## config.mk

```make
export PLATFORM = sky130hd
export DESIGN_NAME = ps2_rx
export DESIGN_NICKNAME = d
export VERILOG_FILES = /design/src/rtl/ps2_pkg.sv /design/src/rtl/ps2_clk_filter.sv /design/src/rtl/ps2_rx.sv
export SDC_FILE = /design/constraint.sdc
export NUM_CORES = 1
export LEC_CHECK = 0
export ABC_AREA = 1
export CORE_MARGIN = 2
export CORE_UTILIZATION = 44
export DETAILED_ROUTE_END_ITERATION = 12
export PLACE_DENSITY = 0.67
export SETUP_SLACK_MARGIN = 0.1
export SYNTH_ARGS = -nofsm -noshare
export SYNTH_HDL_FRONTEND = slang
export SYNTH_SLANG_ARGS = --single-unit
```

## constraint.sdc

```tcl
create_clock -name clk -period 3.2 [get_ports clk]
set_clock_uncertainty 0.1 [all_clocks]
set_input_delay 0.32 -clock clk [delete_from_list [all_inputs] [get_ports clk]]
set_output_delay 0.32 -clock clk [all_outputs]
set_load 0.05 [all_outputs]
```

## src/rtl/ps2_pkg.sv

```systemverilog
// -----------------------------------------------------------------------------
// ps2_pkg
// Shared definitions for the PS/2 receive path (and the transmit path that
// reuses the clock filter): receiver FSM state encoding, frame length and
// default timing constants.
// Optional build macro used by ps2_rx: PS2_RX_TIMEOUT_EN.
// -----------------------------------------------------------------------------
package ps2_pkg;

  typedef enum logic [1:0] {
    IDLE  = 2'd0,
    SHIFT = 2'd1,
    DONE  = 2'd2
  } rx_state_e;

  // start + 8 data + parity + stop
  localparam int PS2_FRAME_BITS = 11;

  localparam int PS2_FILTER_LEN_DEF = 8;
  localparam int PS2_TIMEOUT_DEF    = 200000;

endpackage

```

## src/rtl/ps2_clk_filter.sv

```systemverilog
// -----------------------------------------------------------------------------
// ps2_clk_filter
// Two-flop synchronisers on the PS/2 clock and data lines, a glitch filter on
// the clock line and a registered falling-edge detector. Shared by the
// receive and transmit paths.
//
// Ports:
//   clk         in   system clock
//   rst         in   asynchronous active-low reset
//   i_ps2_c     in   raw PS/2 clock line
//   i_ps2_d     in   raw PS/2 data line
//   o_c_filt    out  filtered PS/2 clock
//   o_d_sync    out  synchronised PS/2 data
//   o_fall_edge out  one-cycle pulse on each filtered clock falling edge
// -----------------------------------------------------------------------------
module ps2_clk_filter
  import ps2_pkg::*;
#(
  parameter int FILTER_LEN = PS2_FILTER_LEN_DEF
) (
  input  logic clk,
  input  logic rst,
  input  logic i_ps2_c,
  input  logic i_ps2_d,
  output logic o_c_filt,
  output logic o_d_sync,
  output logic o_fall_edge
);

  logic                  r_c_meta;
  logic                  r_c_sync;
  logic                  r_d_meta;
  logic                  r_d_sync;
  logic [FILTER_LEN-1:0] r_samples;
  logic                  r_c_filt;
  logic                  r_fall;

  always_ff @(posedge clk or negedge rst) begin
    if (!rst) begin
      r_c_meta  <= 1'b1;
      r_c_sync  <= 1'b1;
      r_d_meta  <= 1'b1;
      r_d_sync  <= 1'b1;
      r_samples <= '1;
      r_c_filt  <= 1'b1;
      r_fall    <= 1'b0;
    end else begin
      r_c_meta  <= i_ps2_c;
      r_c_sync  <= r_c_meta;
      r_d_meta  <= i_ps2_d;
      r_d_sync  <= r_d_meta;
      r_samples <= {r_samples[FILTER_LEN-2:0], r_c_sync};
      // The filtered clock only moves on a full window of agreeing samples;
      // the edge pulse is registered together with the 1->0 transition.
      if (r_samples == '0) begin
        r_c_filt <= 1'b0;
        r_fall   <= r_c_filt;
      end else begin
        r_fall <= 1'b0;
        if (&r_samples) r_c_filt <= 1'b1;
      end
    end
  end

  assign o_c_filt    = r_c_filt;
  assign o_d_sync    = r_d_sync;
  assign o_fall_edge = r_fall;

endmodule

```

## src/rtl/ps2_rx.sv

```systemverilog
// -----------------------------------------------------------------------------
// ps2_rx
// PS/2 device-to-host receiver. Deframes start, 8 data bits (LSB first), odd
// parity and stop; presents the byte with a one-cycle rx_done strobe and
// parity/framing error flags that are held until the next completed frame.
//
// Build macro: PS2_RX_TIMEOUT_EN -- when defined, a frame that sees no
// falling edge for TIMEOUT_CYCLES clocks is abandoned silently. When not
// defined the receiver waits indefinitely for the remaining edges.
//
// Ports:
//   clk        in   system clock
//   rst        in   asynchronous active-low reset
//   ps2_c      in   raw PS/2 clock line
//   ps2_d      in   raw PS/2 data line
//   rx_en      in   1 = new frames may start; 0 = start bits are ignored
//   fall_edge  out  one-cycle pulse per filtered ps2_c falling edge
//   dout       out  last received byte
//   rx_done    out  one-cycle pulse when a frame completes
//   parity_err out  parity error of the last completed frame
//   frame_err  out  stop bit of the last completed frame was 0
//   rx_busy    out  receiver is inside a frame
// -----------------------------------------------------------------------------
module ps2_rx
  import ps2_pkg::*;
#(
  parameter int FILTER_LEN     = PS2_FILTER_LEN_DEF,
  parameter int TIMEOUT_CYCLES = PS2_TIMEOUT_DEF
) (
  input  logic       clk,
  input  logic       rst,
  input  logic       ps2_c,
  input  logic       ps2_d,
  input  logic       rx_en,
  output logic       fall_edge,
  output logic [7:0] dout,
  output logic       rx_done,
  output logic       parity_err,
  output logic       frame_err,
  output logic       rx_busy
);

  // Bits captured after the start bit: 8 data, parity, stop.
  localparam int SR_W = PS2_FRAME_BITS - 1;

  logic            w_fall;
  logic            w_d_sync;

  rx_state_e       r_state;
  logic [3:0]      r_cnt;
  logic [SR_W-1:0] r_sr;
  logic [7:0]      r_dout;
  logic            r_done;
  logic            r_perr;
  logic            r_ferr;

`ifdef PS2_RX_TIMEOUT_EN
  localparam int TMR_W = $clog2(TIMEOUT_CYCLES + 1);
  logic [TMR_W-1:0] r_timer;
`endif

  ps2_clk_filter #(
    .FILTER_LEN (FILTER_LEN)
  ) u_clk_filter (
    .clk         (clk),
    .rst         (rst),
    .i_ps2_c     (ps2_c),
    .i_ps2_d     (ps2_d),
    .o_c_filt    (),
    .o_d_sync    (w_d_sync),
    .o_fall_edge (w_fall)
  );

  always_ff @(posedge clk or negedge rst) begin
    if (!rst) begin
      r_state <= IDLE;
      r_cnt   <= 4'd0;
      r_sr    <= '0;
      r_dout  <= 8'h00;
      r_done  <= 1'b0;
      r_perr  <= 1'b0;
      r_ferr  <= 1'b0;
`ifdef PS2_RX_TIMEOUT_EN
      r_timer <= '0;
`endif
    end else begin
      r_done <= 1'b0;
      case (r_state)
        IDLE: begin
          if (w_fall && rx_en && !w_d_sync) begin
            r_cnt   <= 4'd0;
`ifdef PS2_RX_TIMEOUT_EN
            r_timer <= '0;
`endif
            r_state <= SHIFT;
          end
        end
        SHIFT: begin
          if (w_fall) begin
            // LSB arrives first, so after all bits: [7:0] data, [8] parity, [9] stop.
            r_sr  <= {w_d_sync, r_sr[SR_W-1:1]};
            r_cnt <= r_cnt + 4'd1;
`ifdef PS2_RX_TIMEOUT_EN
            r_timer <= '0;
`endif
            if (r_cnt == 4'(SR_W - 1)) r_state <= DONE;
          end
`ifdef PS2_RX_TIMEOUT_EN
          else if (r_timer == TMR_W'(TIMEOUT_CYCLES)) begin
            r_state <= IDLE;
          end else begin
            r_timer <= r_timer + 1'b1;
          end
`endif
        end
        DONE: begin
          r_dout  <= r_sr[7:0];
          r_perr  <= ~(^r_sr[8:0]);
          r_ferr  <= ~r_sr[9];
          r_done  <= 1'b1;
          r_state <= IDLE;
        end
        default: r_state <= IDLE;
      endcase
    end
  end

  assign fall_edge  = w_fall;
  assign dout       = r_dout;
  assign rx_done    = r_done;
  assign parity_err = r_perr;
  assign frame_err  = r_ferr;
  assign rx_busy    = (r_state != IDLE);

endmodule
```

==> results of run 1 <==
-- path summary, 6_finish.rpt --
path	depth (start not counted)	startpoint	endpoint
max	3	r_state[0]	rx_busy
min	1	rst	r_sr[1]
max reg2reg	6	r_state[1]	r_cnt[2]
min reg2reg	0	u_clk_filter.r_d_meta	u_clk_filter.o_d_sync
max in group asynchronous	1	rst	r_state[0]
min in group clk	0	u_clk_filter.r_d_meta	u_clk_filter.o_d_sync
-- registers in the layout, indices dropped and copies added, names as in the netlist --
register                  count
u_clk_filter.r_c_meta         1
u_clk_filter.o_c_filt         1
dout                          8
u_clk_filter.r_d_meta         1
r_cnt                         4
u_clk_filter.r_c_sync         1
u_clk_filter.o_d_sync         1
u_clk_filter.r_samples        8
r_sr                         10
r_state                       2
u_clk_filter.o_fall_edge      1
parity_err                    1
rx_done                       1
frame_err                     1
-- critical path, cell delays in order (launching register included) --
cell and delay, ns:
dfrtp_1 0.39, nor2_1 0.07, inv_1 0.05, clkdlybuf4s50_1 0.78
-- report_power, final --
part	switching, uW	internal (uW)
Combinational	15.3	6.65
Clock	158	155
Sequential	4.86	535
-- kinds of logic after synthesis --
| family | count (synthesis) | share of synthesized area (%) |
|---|---|---|
| adder cells (fa/ha/maj) | 2 | 1.51 |
| XOR/XNOR | 1 | 0.530 |
| AND/OR/NAND/NOR | 68 | 18.6 |
| multiplexers | 1 | 0.606 |
| buffers and inverters | 31 | 7.80 |
| AO/OA/AOI/OAI | 25 | 7.88 |
| flip-flops | 41 | 63.1 |
-- cells in the final DEF (no fill, tap or decap), types with 2 or more instances in the layout --
master           instances
a21oi_1                  2
clkbuf_1                 3
clkbuf_8                 5
clkdlybuf4s50_1         16
dfrtp_1                 28
dfstp_2                 13
ha_1                     2
inv_1                   23
inv_2                    4
nand2_1                 45
nand3_1                  8
nand4_1                  3
nor2_1                   4
nor3_1                   2
o21ai_0                 10
o21ai_1                 11
-- per-layer routing --
layer | share of wire, % | track usage, % | wire length, um
met1 | 44 | 17.7 | 1170
met2 | 50 | 25.8 | 1320
met3 | 4.9 | 5.99 | 129
met4 | 0.98 | 4.17 | 26
met5 | 0 | 0 | 0
-- cell type report --
class | count | area, sq um | area share (%)
multi-input cells | 97 | 480 | 24.8
flip-flops and latches | 41 | 1040 | 53.8
inverters | 28 | 108 | 5.56
clock buffers | 8 | 80.1 | 4.14
repair buffers | 17 | 165 | 8.53
well taps | 48 | 60.1 | 3.10
-- through the flow --
step / setup WS [ns] / hold WS, ns / total power, uW / area (sq um)
2_1_floorplan: 1.79 / -0.0756 / 555 / 1650
3_3_place_gp: 1.51 / 0.247 / 571 / 1860
3_5_place_dp: 1.49 / 0.248 / 572 / 1860
4_1_cts: 1.17 / 0.0732 / 891 / 1940
5_1_grt: 1.08 / 0.107 / 918 / 1940
6_report: 1.19 / 0.0495 / 875 / 1940
==> results.yml, run 1 <==
status:
  status: "complete, no violations"
finish:
  fill_cells: 353
  final_nets: 197
  antenna-diode-count: 0
  utilization_pct: 53.3
  fin_cells: 239
  final_layout_size_suffix_gt1_share_pct: 15.7
  area_growth_pct: 17.2
floorplan:
  die_area_sq_um: 4260
  dieWidth_um: 65.3
  start_util_pct: 45.5
  io-pin-count: 18
  core-area_sq_um: 3630
  die_y_um: 65.3
  rows: 22
power:
  power_density_nw_per_um2: 452
  p_leak_uw: 0.000861
  vdd_drop_max_uv: 292
sta:
  tns_ns: 0
  slew_violations: 0
  final-setup-viol-count: 0
  period_needed_ns: 2.01
  rsz0062_at_grt: "no"
  finalCritPeriodShare_pct: 62.7
  hold_viol: 0
  max_freq_mhz: 499
  slew-limit-headroom_pct: 41.2
  max_slew.worst_pin.slew_ns: 0.882
logic_synthesis:
  synth_top_area_share_pct: 42.4
  synth_fp_nets: 176
  ys_types: 26
  yosys.area.top_type: "dfrtp_1"
  syn_area_sq_um: 1650
  synth-seq-cells: 41
  synth_cells: 169
  ys_warn_count: 0
  synth_area_leaders: "dfrtp_1 42%, dfstp_2 21%, nand2_1 10%, inv_1 5.2%, o21ai_1 3.3%"
  ys.flop_type: "dfrtp_1"
  seq_area_frac_synth_pct: 63.1
  synth-async-reset-ratio_pct: 100
  synth_edf_count: 0
  yosysMostFrequentCell: "nand2_1"
  synth_commonest_cells: "45 x nand2_1, 28 x dfrtp_1, 23 x inv_1"
  avgSynthCellArea_sq_um: 9.77
routing:
  drc_errors: 0
  drt_iter0_drc: 67
  routed_wl_um: 2650
  antenna_left: 0
  drt-wirelength-per-cell_um: 11.1
  via_count: 1140
  vias_per_cell: 4.77
  first_pass_iters: 4
clock_tree:
  cts_root_buf: "clkbuf_8"
  ctsHoldBuffers: 0
  clk_latency_ns: 0.28
  cts_setup_buffers: 0
  clk_path_buf_depth: 2
  htree_levels: 2
  cts_tree: "built"
  path_clk_slew_ns: 0.07
  cts.sinks: 41
  cts_buffers: 5
  post_cts_resized: 0
global_route:
  grtUsageTotal_pct: 15.1
  antenna_found_initial: 0
  grt_max_degree: 42
  grt_pass1_vias: 1201
  globalRouteOverflowTotal: 0
  grt_pass1_wl_um: 4950
setup_path:
  critical_path_class: "reg -> out"
  crit_arrival_ns: 1.59
  worst_ep_required_time_ns: 2.78
  cp_max_fo: 3
  critPathCaptureType: "primary output"
  start_kind: "register"
  reg2reg_slack_ns: 1.78
min_path:
  hold_path_class: "in -> async"
placement:
  io_buffers: 17
  dpl.hpwl_um: 1890
  gp_congestion: 0.831
  numPlacedInstances: 231
job:
  max_cap_violations: 0
Power figures use the tool's default switching activity.
==> run 2: changes to the inputs <==
--- a/config.mk
+++ b/config.mk
@@ -9,7 +9,7 @@
 export CORE_MARGIN = 2
 export CORE_UTILIZATION = 44
 export DETAILED_ROUTE_END_ITERATION = 12
-export PLACE_DENSITY = 0.67
+export PLACE_DENSITY = 0.69
 export SETUP_SLACK_MARGIN = 0.1
 export SYNTH_ARGS = -nofsm -noshare
 export SYNTH_HDL_FRONTEND = slang
==> constraint.sdc (replaced) <==
create_clock -name clk -period 1.7 [get_ports clk]
set_clock_uncertainty 0.1 [all_clocks]
set_input_delay 0.17 -clock clk [delete_from_list [all_inputs] [get_ports clk]]
set_output_delay 0.17 -clock clk [all_outputs]
set_load 0.05 [all_outputs]
==> run 2 against run 1 <==
Effect of this change: clock power up 100%; largest cell class unchanged; design area up 0.84%; critical path depth unchanged; sequential power up 89%; power up 94%; final cell count up 1.3%; critical path type unchanged; first-iteration DRC count down 22%; via count up 1.4%; sequential share of layout area down 0.45 points.
==> results.yml, run 2 (synthesis gave the netlist of run 1 again) <==
placement:
  pre_cts_ws_ns: 0.421
  io_buffers: 17
  dpl.hpwl_um: 1930
  gp_congestion: 0.835
clock_tree:
  clk_latency_ns: 0.30
  cts_buffers: 5
  post_cts_resized: 0
  clk_path_buf_depth: 2
  ctsHoldBuffers: 1
  cts_setup_buffers: 0
  cts_root_buf: "clkbuf_8"
  path_clk_slew_ns: 0.08
  cts_tree: "built"
  cts.sinks: 41
  htree_levels: 2
global_route:
  grt_max_degree: 23
  globalRouteOverflowTotal: 0
  antenna_found_initial: 0
  grt_pass1_wl_um: 4910
  grt_pass1_vias: 1154
  grtUsageTotal_pct: 15.4
power:
  vdd_drop_max_uv: 532
  p_leak_uw: 0.000913
  power_density_nw_per_um2: 868
sta:
  slew_violations: 0
  rsz0062_at_grt: "no"
  finalCritPeriodShare_pct: 81.6
  max_freq_mhz: 721
  worst_slack_ns: 0.313
  tns_ns: 0
  final-setup-viol-count: 0
  max_slew.worst_pin.slew_ns: 0.505
  hold_viol: 0
  slew-limit-headroom_pct: 66.4
  period_needed_ns: 1.39
floorplan:
  dieWidth_um: 65.3
  die_area_sq_um: 4260
  die_y_um: 65.3
  io-pin-count: 18
  start_util_pct: 45.5
  rows: 22
  core-area_sq_um: 3630
finish:
  final_layout_size_suffix_gt1_share_pct: 24.7
  layout_common_cells: "45 x nand2_1, 28 x dfrtp_1, 23 x inv_1"
  antenna-diode-count: 0
  regMostFlops: "r_sr"
  multiInputGateArea_sq_um: 480
  area_growth_pct: 18.2
  final_nets: 200
  final_common_cell: "nand2_1"
  fill_cells: 353
  seq_area_sq_um: 1040
  largest_register_ffs: 10
routing:
  first_pass_iters: 4
  drt-wirelength-per-cell_um: 11.2
  antenna_left: 0
  drc_errors: 0
  via_count: 1156
  drt_iter0_drc: 52
  routed_wl_um: 2720
  vias_per_cell: 4.78
setup_path:
  cp_max_fo: 3
  critPathCaptureType: "primary output"
  start_kind: "register"
  critical_path_class: "reg -> out"
  crit_arrival_ns: 1.12
  worst_ep_required_time_ns: 1.43
status:
  status: "complete, no violations"
job:
  max_cap_violations: 0
min_path:
  hold_path_class: "in -> reg"
## run 2: cell types whose count changed in the layout (fill, tap and decap cells not counted), sizes merged
cell / change
clkbuf: -3
clkdlybuf4s50: -13
buf: +15
dlygate4sd3: +1
clkinv: +3
## run 2: layout make-up
cell class / instances / area share [%]
inverters: 28 / 5.51
repair buffers: 20 / 8.72
clock buffers: 5 / 3.53
clock inverters: 3 / 1.15
flip-flops and latches: 41 / 53.4
well taps: 48 / 3.08
multi-input cells: 97 / 24.6
## run 2: critical path, cell delays in order, from the launching register on
cell and delay (ns):
dfrtp_1 0.41, nor2_1 0.17, inv_1 0.06, buf_4 0.19
## run 2: path summary, 6_finish.rpt
kind / slack (ns) / startpoint / to / cells past startpoint
worst max-delay path: 0.31 / r_state[0] / rx_busy / 3
worst min-delay path: 0.17 / ps2_c / u_clk_filter.r_c_meta / 1
worst max register to register: 0.46 / r_state[0] / r_cnt[3] / 5
worst min register to register: 0.26 / u_clk_filter.r_d_meta / u_clk_filter.o_d_sync / 0
max in group asynchronous: 0.75 / rst / rx_done / 3
min in group asynchronous: 0.27 / rst / u_clk_filter.o_fall_edge / 2
## run 2: metal layers
layer  vias up  routed length (um)  GRT usage, %
met2        27                1330          26.0
met5         -                   0             0
li1        578                   -             -
met4         0                  29          3.91
met3         3                 183          7.02
met1       548                1170          17.8
## run 2: power breakdown
group,leakage [uW],internal [uW],switching (uW),total [uW]
combinational,0.000352,18.5,29.5,47.9
clock,0.0000481,291,339,629
sequential,0.000512,1010,9.37,1020
total,0.000913,1320,378,1690
## run 2: metrics by stage
| step | util (%) | instance area (sq um) | hold WS (ns) | power, uW | cells |
|---|---|---|---|---|---|
| 6_report | 53.7 | 1950 | 0.174 | 1690 | 242 |
| 5_1_grt | 53.7 | 1950 | 0.161 | 1790 | 242 |
| 3_5_place_dp | 50.9 | 1850 | 0.0661 | 1080 | 233 |
| 3_3_place_gp | 50.9 | 1850 | 0.0559 | 1080 | 233 |
| 2_1_floorplan | - | 1650 | -0.226 | 1040 | 169 |
| 4_1_cts | 53.7 | 1950 | 0.163 | 1720 | 242 |
==> run 3: changes to the inputs <==
==> constraint.sdc (replaced) <==
create_clock -name clk -period 1.1 [get_ports clk]
set_clock_uncertainty 0.1 [all_clocks]
set_input_delay 0.11 -clock clk [delete_from_list [all_inputs] [get_ports clk]]
set_output_delay 0.11 -clock clk [all_outputs]
set_load 0.05 [all_outputs]
==> run 3 against run 2 <==
Effect of this change: the run now ends with setup timing left; largest power group unchanged; flip-flop and latch count unchanged; die area unchanged; via count is 16% higher; wire length up 35%; first-iteration DRC count grew 98%; power increased by 56%; largest cell class unchanged; sequential power grew 54%.
==> results.yml, run 3 (synthesis gave the netlist of run 1 again) <==
floorplan:
  start_util_pct: 45.5
  die_y_um: 65.3
  die_area_sq_um: 4260
  core-area_sq_um: 3630
  rows: 22
  io-pin-count: 18
  dieWidth_um: 65.3
job:
  max_cap_violations: 0
routing:
  antenna_left: 0
  vias_per_cell: 4.88
  drc_errors: 0
  top_layer: "met4"
  via_count: 1346
  wl_met2_um: 1960
  met1_length_um: 1430
  drt-wirelength-per-cell_um: 13.3
  wl_met3_um: 181
  drt_iter0_drc: 103
  routed_wl_um: 3660
  first_pass_iters: 5
placement:
  gp_congestion: 0.783
  place_area_sq_um: 2150
  io_buffers: 17
  dpl.hpwl_um: 2310
clock_tree:
  cts_tree: "built"
  path_clk_slew_ns: 0.07
  cts_buffers: 5
  clk_path_buf_depth: 2
  cts.sinks: 41
  cts_root_buf: "clkbuf_8"
  clk_latency_ns: 0.30
  htree_levels: 2
setup_path:
  endpoint: "rx_busy"
  cp_max_fo: 2
  startpoint: "r_state[0]"
  reg2reg_slack_ns: -0.21
  timing.rr.start: "r_state[0]"
  r2r-end: "r_sr[0]"
  worst_ep_required_time_ns: 0.89
  critPathCaptureType: "primary output"
  critical_path_class: "reg -> out"
  start_kind: "register"
  crit_arrival_ns: 1.12
  rr_worst_depth: 7
sta:
  max_freq_mhz: 751
  final-setup-viol-count: 29
  max_slew.worst_pin.slew_ns: 0.215
  slew-limit-headroom_pct: 85.6
  finalCritPeriodShare_pct: 121
  worst_slack_ns: -0.232
  hold_viol: 0
  period_needed_ns: 1.33
  slew_violations: 0
  timing.hold.ws_ns: 0.116
  rsz0062_at_grt: "yes"
  tns_ns: -4.17
finish:
  fill_cells: 276
  final_nets: 234
  final_layout_size_suffix_gt1_share_pct: 46.5
  multiInputGateArea_sq_um: 581
  seq_area_sq_um: 1040
  largest_register_ffs: 10
  regMostFlops: "r_sr"
  fin_area_sq_um: 2530
  layout_common_cells: "41 x nand2_1, 28 x buf_4, 27 x dfrtp_1"
  final_common_cell: "nand2_1"
  antenna-diode-count: 0
  area_growth_pct: 53.5
power:
  p_leak_uw: 0.00114
  power_density_nw_per_um2: 1040
  vdd_drop_max_uv: 847
  finalPower_uw: 2650
status:
  violations: "setup timing"
  status: "finished, violations left"
global_route:
  grt_pass1_wl_um: 5990
  globalRouteOverflowTotal: 0
  grt_pass1_vias: 1339
  antenna_found_initial: 0
  grt_max_degree: 42
  grtUsageTotal_pct: 18.6
min_path:
  hold_path_class: "in -> reg"
## run 3: cell count changes in the layout (fill, tap and decap cells not counted), moves of 3 or more
cell     before  now
buf_12        1   15
buf_4        14   28
inv_1        23   17
o21ai_0      10    4
inv_2         4    9
buf_6         0    4
nand2_1      45   41
nand2_2       1    4
nand3_1       8    5
o21ai_1      11   14
o21ai_2       1    4
## run 3: stage by stage
stage               utilization [%]  setup WS, ns  std cells
finish                         69.8        -0.232        276
global route                   69.8        -0.317        276
CTS                            64.8        -0.240        265
detailed placement             59.3        -0.147        249
global placement               59.3        -0.101        249
floorplan                         -        -0.144        169
## run 3: final cells by class
type                    instances  area share, %
flip-flops and latches         41           41.2
repair buffers                 54           25.7
multi-input cells              97           22.9
inverters                      28           4.54
clock buffers                   6           2.86
well taps                      48           2.37
clock inverters                 2          0.494
## run 3: critical path, cell delays in order, from the launching register on
cell	delay, ns
dfrtp_1	0.40
nor2_2	0.14
buf_4	0.12
inv_2	0.03
buf_12	0.13
## run 3: how the worst min path moves through the flow
| stage | endpoint | cells after the start | start |
|---|---|---|---|
| floorplan | dout[0] | 0 | rst |
| global placement | dout[4] | 2 | rst |
| detailed placement | dout[5] | 2 | rst |
| CTS | u_clk_filter.r_c_meta | 1 | ps2_c |
| global route | u_clk_filter.r_d_meta | 1 | ps2_d |
| finish | u_clk_filter.r_d_meta | 1 | ps2_d |
## run 3: power breakdown
part	internal, uW	leakage [uW]	switching, uW
logic	40.5	0.000585	54.2
clock network	450	0.0000461	529
registers	1560	0.000511	15.0
total	2050	0.00114	599
## run 3: timing repair
item                                   4_1_cts  5_1_grt
endpoints found under the hold margin       41        0
resized for setup                           19       18
setup buffers                                8        9
pin swaps                                    9        5
cloned                                       0        2
hold buffers                                 1        0
setup endpoints to repair                   41       42
## run 3: layer usage
metal,vias to the layer above,GRT usage (%)
li1,650,-
met1,647,20.2
met2,40,34.3
met3,9,5.48
met4,0,6.25
met5,-,0
